<file path="config.mk">
export PLATFORM = sky130hd
export DESIGN_NAME = seq_vector_sequencer
export DESIGN_NICKNAME = d
export VERILOG_FILES = /design/src/rtl/seq_lab_pkg.sv /design/src/rtl/seq_vec_table.sv /design/src/rtl/seq_vector_sequencer.sv
export SDC_FILE = /design/constraint.sdc
export NUM_CORES = 1
export LEC_CHECK = 0
export CAP_MARGIN = 20
export CORE_MARGIN = 2
export CORE_UTILIZATION = 60
export CTS_BUF_LIST = sky130_fd_sc_hd__clkbuf_8
export CTS_CLUSTER_SIZE = 40
export DETAILED_ROUTE_END_ITERATION = 10
export PLACE_DENSITY = 0.81
export SLEW_MARGIN = 20
export SYNTH_ARGS = -nofsm -noshare
export SYNTH_HDL_FRONTEND = slang
export SYNTH_SLANG_ARGS = --single-unit
</file>
<file path="constraint.sdc">
create_clock -name CLK -period 4 [get_ports CLK]
set_clock_uncertainty 0.2 [all_clocks]
set_input_delay 0.8 -clock CLK [delete_from_list [all_inputs] [get_ports CLK]]
set_output_delay 0.8 -clock CLK [all_outputs]
set_load 0.03 [all_outputs]
</file>
<file path="src/rtl/seq_lab_pkg.sv">
// Shared definitions for the lab vector sequencer: state encoding, observed
// output width and the bit layout of one vector-table entry.
package seq_lab_pkg;

    // Width of the lab circuit's observed outputs {X,Y,Z,R,S}.
    localparam int OW = 5;

    // One table entry is {c, a, b, exp[OW-1:0]}.
    localparam int ENT_W       = 3 + OW;
    localparam int ENT_C       = OW + 2;
    localparam int ENT_A       = OW + 1;
    localparam int ENT_B       = OW;
    localparam int ENT_EXP_LSB = 0;

    // Sequencer states.
    typedef enum logic [2:0] {
        S_IDLE   = 3'd0,
        S_APPLY  = 3'd1,
        S_SETTLE = 3'd2,
        S_SAMPLE = 3'd3,
        S_DONE   = 3'd4
    } state_e;

endpackage

</file>
<file path="src/rtl/seq_vec_table.sv">
// Vector table: DEPTH x W register file, one synchronous write port and one
// asynchronous read port. Contents are not reset.
module seq_vec_table #(
    parameter int DEPTH = 16,
    parameter int AW    = 4,
    parameter int W     = 8
) (
    input  logic          clk,
    input  logic          wr_en,
    input  logic [AW-1:0] wr_addr,
    input  logic [W-1:0]  wr_data,
    input  logic [AW-1:0] rd_addr,
    output logic [W-1:0]  rd_data
);

    logic [W-1:0] mem_q [DEPTH];

    // Store an entry on a write strobe.
    always_ff @(posedge clk) begin
        if (wr_en) begin
            mem_q[wr_addr] <= wr_data;
        end
    end

    assign rd_data = mem_q[rd_addr];

endmodule

</file>
<file path="src/rtl/seq_vector_sequencer.sv">
// Vector sequencer: steps through a loaded table, drives {CLK,A,B} of the lab
// circuit, waits SETTLE cycles, then compares its {X,Y,Z,R,S} outputs against
// the expected value stored with the vector. OW must match seq_lab_pkg::OW,
// since the entry layout comes from the package.
module seq_vector_sequencer #(
    parameter int DEPTH  = 16,
    parameter int AW     = 4,
    parameter int SETTLE = 2,
    parameter int OW     = seq_lab_pkg::OW
) (
    input  logic            CLK,
    input  logic            RST,
    input  logic            wr_en,
    input  logic [AW-1:0]   wr_addr,
    input  logic [OW+2:0]   wr_data,
    input  logic [AW:0]     len,
    input  logic            start,
    output logic            busy,
    output logic            done,
    output logic            pass,
    output logic [AW:0]     err_cnt,
    output logic [AW-1:0]   fail_idx,
    output logic            dut_clk,
    output logic            dut_a,
    output logic            dut_b,
    input  logic [OW-1:0]   dut_obs
);

    import seq_lab_pkg::*;

    localparam int            CW          = $clog2(SETTLE + 1);
    localparam logic [AW:0]   DEPTH_L     = (AW+1)'(DEPTH);
    localparam logic [AW:0]   LEN_ZERO    = {(AW+1){1'b0}};
    localparam logic [AW:0]   ERR_MAX     = {(AW+1){1'b1}};
    localparam logic [CW-1:0] SETTLE_INIT = CW'(SETTLE - 1);

    state_e          state_q, state_d;
    logic [AW-1:0]   idx_q, idx_d;
    logic [AW-1:0]   last_q, last_d;
    logic [CW-1:0]   cnt_q, cnt_d;
    logic            busy_q, busy_d;
    logic            done_q, done_d;
    logic            pass_q, pass_d;
    logic [AW:0]     err_q, err_d;
    logic [AW-1:0]   fidx_q, fidx_d;
    logic [2:0]      drv_q, drv_d;

    logic [OW+2:0]   ent_s;
    logic [AW:0]     len_eff_s;
    logic            tbl_we_s;
    logic            mismatch_s;

    // The table is only writable while no run is in progress.
    assign tbl_we_s = wr_en & ~busy_q;

    seq_vec_table #(
        .DEPTH (DEPTH),
        .AW    (AW),
        .W     (OW + 3)
    ) u_table (
        .clk     (CLK),
        .wr_en   (tbl_we_s),
        .wr_addr (wr_addr),
        .wr_data (wr_data),
        .rd_addr (idx_q),
        .rd_data (ent_s)
    );

    // Clamp the requested length to the table size and compare the sample.
    always_comb begin
        if (len > DEPTH_L) begin
            len_eff_s = DEPTH_L;
        end else begin
            len_eff_s = len;
        end
        mismatch_s = (dut_obs != ent_s[ENT_EXP_LSB +: OW]);
    end

    // Next-state, counters, result accumulation and registered-output values.
    always_comb begin
        state_d = state_q;
        idx_d   = idx_q;
        last_d  = last_q;
        cnt_d   = cnt_q;
        pass_d  = pass_q;
        err_d   = err_q;
        fidx_d  = fidx_q;
        drv_d   = drv_q;
        case (state_q)
            S_IDLE: begin
                if (start) begin
                    // A zero-length run has no mismatches, so results clear too.
                    idx_d  = {AW{1'b0}};
                    err_d  = LEN_ZERO;
                    fidx_d = {AW{1'b0}};
                    pass_d = 1'b1;
                    last_d = AW'(len_eff_s - (AW+1)'(1));
                    if (len == LEN_ZERO) begin
                        state_d = S_DONE;
                    end else begin
                        state_d = S_APPLY;
                    end
                end else begin
                    state_d = S_IDLE;
                end
            end
            S_APPLY: begin
                drv_d   = {ent_s[ENT_C], ent_s[ENT_A], ent_s[ENT_B]};
                cnt_d   = SETTLE_INIT;
                state_d = S_SETTLE;
            end
            S_SETTLE: begin
                if (cnt_q == {CW{1'b0}}) begin
                    state_d = S_SAMPLE;
                end else begin
                    cnt_d = cnt_q - CW'(1);
                end
            end
            S_SAMPLE: begin
                if (mismatch_s) begin
                    if (err_q != ERR_MAX) begin
                        err_d = err_q + (AW+1)'(1);
                    end else begin
                        err_d = err_q;
                    end
                    // pass is still high only until the first mismatch of the run.
                    if (pass_q) begin
                        fidx_d = idx_q;
                        pass_d = 1'b0;
                    end else begin
                        fidx_d = fidx_q;
                    end
                end else begin
                    err_d = err_q;
                end
                if (idx_q == last_q) begin
                    state_d = S_DONE;
                end else begin
                    idx_d   = idx_q + AW'(1);
                    state_d = S_APPLY;
                end
            end
            S_DONE: begin
                state_d = S_IDLE;
            end
            default: begin
                state_d = S_IDLE;
            end
        endcase
        busy_d = (state_d == S_APPLY) || (state_d == S_SETTLE) || (state_d == S_SAMPLE);
        done_d = (state_d == S_DONE);
    end

    // State and output registers; reset aborts any run and clears the drives.
    always_ff @(posedge CLK or negedge RST) begin
        if (!RST) begin
            state_q <= S_IDLE;
            idx_q   <= {AW{1'b0}};
            last_q  <= {AW{1'b0}};
            cnt_q   <= {CW{1'b0}};
            busy_q  <= 1'b0;
            done_q  <= 1'b0;
            pass_q  <= 1'b1;
            err_q   <= LEN_ZERO;
            fidx_q  <= {AW{1'b0}};
            drv_q   <= 3'b000;
        end else begin
            state_q <= state_d;
            idx_q   <= idx_d;
            last_q  <= last_d;
            cnt_q   <= cnt_d;
            busy_q  <= busy_d;
            done_q  <= done_d;
            pass_q  <= pass_d;
            err_q   <= err_d;
            fidx_q  <= fidx_d;
            drv_q   <= drv_d;
        end
    end

    assign busy     = busy_q;
    assign done     = done_q;
    assign pass     = pass_q;
    assign err_cnt  = err_q;
    assign fail_idx = fidx_q;
    assign dut_clk  = drv_q[2];
    assign dut_a    = drv_q[1];
    assign dut_b    = drv_q[0];

endmodule
</file>
After elaboration in Yosys (flattened, before gate mapping)
Memories as Yosys holds them, arrays and structs flattened.
Cells that the tools add are included.
W data, S select, Z words.
Word-level totals
  bits in registers: 28
  RAM bits: 128
  memories kept: 1
Memory list
  u_table.mem_q: depth 16, bits a word 8, rd ports 1, clocked after Yosys merged registers in 0, wr ports 1, line seq_vec_table.sv:16  | logic [W-1:0] mem_q [DEPTH];
Operators by class
  $add $sub $neg: 4
  $lt $le $gt $ge: 1
  eq/ne operators: 16
  muxes and demuxes: 23
  bitwise operators: 2
  reductions and logical operators: 13
Operator list (count)
  $mux W4: 5
  $pmux W4 S2: 2
  $mux W5: 3
  $eq A3 B2 Y1 const B: 4
  $mux W3: 4
  $ne A2 B2 Y1 const B: 6
  $pmux W3 S4: 1
  $pmux W5 S2: 1
  $reduce_and A4 Y1: 2
  $eq A3 B1 Y1 const B: 2
  $reduce_and A3 Y1: 2
  $add A5 B1 Y5 const B: 1
  $gt A5 B5 Y1 const B: 1
  $logic_not A5 Y1: 1
  $ne A5 B5 Y1: 1
  $ne A5 B5 Y1 const B: 1
  $add A4 B1 Y4 const B: 1
  $eq A4 B4 Y1: 1
  $mux W1: 4
  $pmux W2 S2: 1
  $reduce_and A2 Y1: 2
  $reduce_bool A2 Y1: 2
  $sub A4 B1 Y4 const B: 1
  $eq A3 B3 Y1 const B: 1
  8 further kinds: 9

Depth between registers and ports, before layout
  depth in word-level cells: 7
  gate-level depth with buffers: 12
  gate-level depth less buffers: 7

By module
From an unflattened synthesis, not the netlist that was laid out.
Second synthesis, totals
  cell total of the unflattened synthesis: 364
  area, all modules: 6457.4 um^2
By module, submodules not included
  seq_vec_table: times used 1, cells an instance 221, area an instance 4987.3 um^2, seq. area each 3843.7 um^2
  seq_vector_sequencer: times used 1, cells an instance 143, area an instance 1470.2 um^2, seq. area each 701.9 um^2

Worst setup path before layout
Ideal clock, no wire load.
  kind: flip-flop to flip-flop
  from: reg idx_q[0]
  to: reg drv_q[0]
  arrival time: 2.455 ns
  slack: 1.220 ns
  stages on the path, launching flop included: 9
  buffers on the path: 5
  period minus slack after synthesis: 2.780 ns
  cells stage by stage: dfrtp_1 -> buf_6 -> buf_12 -> buf_6 -> buf_4 -> buf_2 -> mux4_2 -> mux4_2 -> mux2_2
Between the ends
  cells in the longest elaborated chain, start to end: 1
Ends and longest elaborated chain
  start: declaration: line seq_vector_sequencer.sv:38  | logic [AW-1:0] idx_q, idx_d;
  start signal: assignment: line seq_vector_sequencer.sv:158  | idx_q <= {AW{1'b0}};
  start signal: assignment: line seq_vector_sequencer.sv:169  | idx_q <= idx_d;
  $mem_v2 Z16 W8
  end signal: assignment: line seq_vector_sequencer.sv:177  | drv_q <= drv_d;
  end: declaration: line seq_vector_sequencer.sv:46  | logic [2:0] drv_q, drv_d;
No other way between the ends.
A chain may end at the register's enable or synchronous reset.

Worst setup path after layout
  from: reg idx_q[3]
  to: reg fidx_q[1] (netlist: fail_idx[1])
Between the ends
  cells in the longest elaborated chain, start to end: 4
Ends and longest elaborated chain
  $mem_v2 Z16 W8
  $ne A5 B5 Y1: line seq_vector_sequencer.sv:76  | mismatch_s = (dut_obs != ent_s[ENT_EXP_LSB +: OW]);
  $ne A2 B2 Y1 (no line)
  $reduce_and A4 Y1 (no line)
  end signal: assignment: line seq_vector_sequencer.sv:165  | fidx_q <= {AW{1'b0}};
  end signal: assignment: line seq_vector_sequencer.sv:176  | fidx_q <= fidx_d;
  end: declaration: line seq_vector_sequencer.sv:45  | logic [AW-1:0] fidx_q, fidx_d;
No other way between the ends.

==> results.tsv <==
metric	value	unit
average detailed-routed wire length per instance	22.39	µm
detailed router's first-iteration violation count	407	
number of placement rows	37	
total clock buffers created by CTS	17	
hold path startpoint	cnt_q[1]	
worst min-delay path class	flip-flop to flip-flop	
Place WS	0.8913	ns
synthesized cell area	6499	µm²
clock slew at the register clock pins of the worst setup and hold paths	0.08	ns
power density of the placed cells	623.9	nW/µm²
leakage power total	2.644	nW
DR DRC count	0	
DR pass1 iterations	5	
number of clock sinks	156	
number of buffers inserted by port buffering	40	
Starting Density	0.6239	
placed wire-length estimate after detailed placement	8686	µm
final number of setup-violating endpoints	0	
Pwr Total	4.700	mW
minimum clock period after layout	3.197	ns
root buf cell	sky130_fd_sc_hd__clkbuf_8	
Crit path arrival time	3.35	ns
Worst IR Drop VDD	0.0003697	V
number of antenna violations at the first check in global routing	0	
measured slew at the worst slew-check pin	0.9767	ns
worst hold path stage count	2	
sequential fraction of design power	0.437	
critical path fanouts, max	13	
max-slew headroom at the worst pin	0.3465	
most common flop cell mapped by yosys	sky130_fd_sc_hd__edfxtp_1	
mean post-synth cell area	16.62	µm²
Crit Reg-Reg Endpoint	fail_idx[1]	
area growth from synthesis to final layout	15.92	%
total grt overflow	0	
aggregate global-route resource usage	0.2470	
area enclosed by the die boundary	11680	µm²
kind of capture point of the worst setup path	flip-flop	
Routability Congestion	0.8337	
diodes inserted	0	
number of warnings reported in the yosys synthesis log	0	
end point of the worst hold path	cnt_q[1]	
maximum clock frequency	0.3128	GHz
Die H	108.1	µm
number of library cell types mapped by synthesis	50	
Floorplan Core Area	10420	µm²
kind of critical path	flip-flop to flip-flop	
Clk network pwr share	0.281	
crit path setup slack, layout	0.8032	ns
vias post-DR	3664	
# IOs	41	
Max clock buf depth	2	
final instance area	7533	µm²
summed negative setup slack over all endpoints	0	ns
nets in the synthesized netlist	422	
non-filler cells in the finished layout	597	
TritonCTS clock tree	done	
startpoint of the worst register-to-register path	idx_q[3]	
NumNets Final	480	
Clock H-tree levels	4	
number of flops mapped to enable cells by yosys	128	
result of the run	completed	
overall routed net length	13370	µm
required time of the critical path	4.15	ns
R2R depth	7	
number of buffers inserted to repair setup after CTS	0	
later-pin clock latency in the skew report	0.45	ns
Placed Cells	566	
flip-flop and latch count after synthesis	156	
Critical Path Source Type	flip-flop	
RSZ-0062 raised after global routing	no	
Resized cells post-CTS	0	
largest net degree at the start of global routing	30	
fraction of layout cells with a size suffix above 1	0.1584	
fraction of synthesis flops using an asynchronous set or reset pin	0.1795	
combinational power share	0.282	
sequential element share of the synthesized area	0.6995	
cell internal power dissipation	3.269	mW
Chip Width	108.1	µm
setup slack of the most critical reg-to-reg path	0.80	ns
max-slew violation count	0	
antenna violation net count after detailed routing	0	
placed cell area	7084	µm²
via count of the first global-routing pass	3610	
CTS hold repair buffers	0	
global-route wire length before repair	20310	µm
switching power	1.431	mW
switching power as a share of total power	0.3045	
final worst-path cycle share	0.7992	
post-synthesis instance total	391	
total of max-cap violations	0	
via-per-instance ratio	6.137	
final hold viol count	0	
## cell type report
class / instances / area [µm²]
well taps: 136 / 170.2
clock buffers: 17 / 234.0
clock inverters: 14 / 215.2
multi-input cells: 212 / 1823
fillers: 627 / 2883
inverters: 9 / 33.78
flip-flops and latches: 156 / 4547
repair buffers: 53 / 510.5
## power groups by stage
stage | registers (mW) | clock network, mW | logic [mW]
after floorplan | 2.14 | 0 | 0.888
after global placement | 2.08 | 0 | 1.28
after detailed placement | 2.09 | 0 | 1.31
after CTS | 2.05 | 1.33 | 1.33
after global routing | 2.07 | 1.39 | 1.43
final | 2.05 | 1.32 | 1.33
## registers in the layout, summed over array words and instances (netlist names), 2 cells and up
signal,flops
u_table.mem_q,128
idx_q,4
cnt_q,2
drv_q,3
state_q,3
err_cnt,5
last_q,4
fail_idx,4
## metrics by stage
step,utilization,hold slack [ns]
CTS,0.7232,0.3132
finish,0.7232,0.3065
detailed placement,0.6801,0.2931
global route,0.7232,0.3369
global placement,0.6801,0.2834
floorplan,-,0.2638
## Yosys cell counts (2+ instances only)
cell type,count,share of area
sky130_fd_sc_hd__edfxtp_1,128,0.59
sky130_fd_sc_hd__mux2i_1,38,0.059
sky130_fd_sc_hd__dfrtp_1,27,0.10
sky130_fd_sc_hd__nand2_1,24,0.014
sky130_fd_sc_hd__nor2_1,21,0.012
sky130_fd_sc_hd__mux4_2,18,0.062
sky130_fd_sc_hd__xnor2_1,12,0.016
sky130_fd_sc_hd__inv_1,9,0.0052
sky130_fd_sc_hd__mux2_2,9,0.016
sky130_fd_sc_hd__nand2b_1,9,0.0087
sky130_fd_sc_hd__o21ai_0,6,0.0046
sky130_fd_sc_hd__a21oi_1,5,0.0038
sky130_fd_sc_hd__a22o_1,5,0.0067
sky130_fd_sc_hd__ha_1,5,0.0096
sky130_fd_sc_hd__nor2b_1,5,0.0048
sky130_fd_sc_hd__nor3_1,5,0.0038
sky130_fd_sc_hd__o22ai_1,5,0.0048
sky130_fd_sc_hd__a221oi_1,4,0.0054
sky130_fd_sc_hd__a22oi_1,4,0.0046
sky130_fd_sc_hd__buf_2,4,0.0031
sky130_fd_sc_hd__clkbuf_1,4,0.0023
sky130_fd_sc_hd__or3_1,4,0.0038
sky130_fd_sc_hd__and3_1,3,0.0029
sky130_fd_sc_hd__xor2_1,3,0.0040
sky130_fd_sc_hd__buf_4,2,0.0023
sky130_fd_sc_hd__buf_6,2,0.0035
sky130_fd_sc_hd__nand3_1,2,0.0015
sky130_fd_sc_hd__nand3b_1,2,0.0023
sky130_fd_sc_hd__nand4_1,2,0.0019
sky130_fd_sc_hd__nor3b_1,2,0.0023
sky130_fd_sc_hd__nor4b_1,2,0.0027
sky130_fd_sc_hd__o211ai_1,2,0.0023
## metal layers
metal | up-vias | share of wire | GRT usage
met5 | - | 0 | 0
li1 | 1633 | - | -
met3 | 12 | 0.063 | 0.05847
met2 | 153 | 0.51 | 0.4057
met4 | 0 | 0.0091 | 0.08059
met1 | 1866 | 0.42 | 0.3308
## how the worst max path moves through the flow
| stage | slack, ns | cells past startpoint | to | start |
|---|---|---|---|---|
| after global placement | 0.97 | 8 | fail_idx[3] | idx_q[0] |
| after floorplan | 1.22 | 8 | drv_q[0] | idx_q[0] |
| after CTS | 0.81 | 8 | fail_idx[1] | idx_q[0] |
| final | 0.80 | 7 | fail_idx[1] | idx_q[3] |
| after global routing | 0.60 | 7 | fail_idx[1] | idx_q[3] |
| after detailed placement | 0.89 | 8 | fail_idx[1] | idx_q[0] |
## cell families after synthesis
family | count (synthesis) | share of synthesized area
flops | 156 | 0.6995
mux | 65 | 0.1365
compound gates | 37 | 0.04120
xor+xnor | 15 | 0.02022
simple gates | 90 | 0.07297
fa+ha+maj | 5 | 0.009626
buf+inv | 23 | 0.02002
## critical path, cell delays in order, from the launching register on
cell and delay, ns:
sky130_fd_sc_hd__dfrtp_1 0.57, sky130_fd_sc_hd__nor2_1 0.57, sky130_fd_sc_hd__a22oi_1 0.23, sky130_fd_sc_hd__a21oi_1 0.20, sky130_fd_sc_hd__o211ai_1 0.10, sky130_fd_sc_hd__nor4_1 0.61
sky130_fd_sc_hd__nand3b_1 0.33, sky130_fd_sc_hd__mux2i_1 0.28
## cell usage in the layout, fill, tap and decap left out, types with 3 or more instances in the layout
cell type	n
sky130_fd_sc_hd__a21oi_1	5
sky130_fd_sc_hd__a221oi_1	4
sky130_fd_sc_hd__a22o_1	5
sky130_fd_sc_hd__a22oi_1	4
sky130_fd_sc_hd__and3_1	3
sky130_fd_sc_hd__buf_4	12
sky130_fd_sc_hd__bufinv_16	5
sky130_fd_sc_hd__clkbuf_8	17
sky130_fd_sc_hd__clkdlybuf4s50_1	40
sky130_fd_sc_hd__dfrtp_1	26
sky130_fd_sc_hd__edfxtp_1	128
sky130_fd_sc_hd__ha_1	5
sky130_fd_sc_hd__inv_1	9
sky130_fd_sc_hd__inv_6	3
sky130_fd_sc_hd__mux2_2	9
sky130_fd_sc_hd__mux2i_1	38
sky130_fd_sc_hd__mux4_2	18
sky130_fd_sc_hd__nand2_1	24
sky130_fd_sc_hd__nand2b_1	9
sky130_fd_sc_hd__nor2_1	21
sky130_fd_sc_hd__nor2b_1	5
sky130_fd_sc_hd__nor3_1	5
sky130_fd_sc_hd__o21ai_0	6
sky130_fd_sc_hd__o22ai_1	5
sky130_fd_sc_hd__or3_1	4
sky130_fd_sc_hd__xnor2_1	12
sky130_fd_sc_hd__xor2_1	3
(Power assumes the default switching activity.)
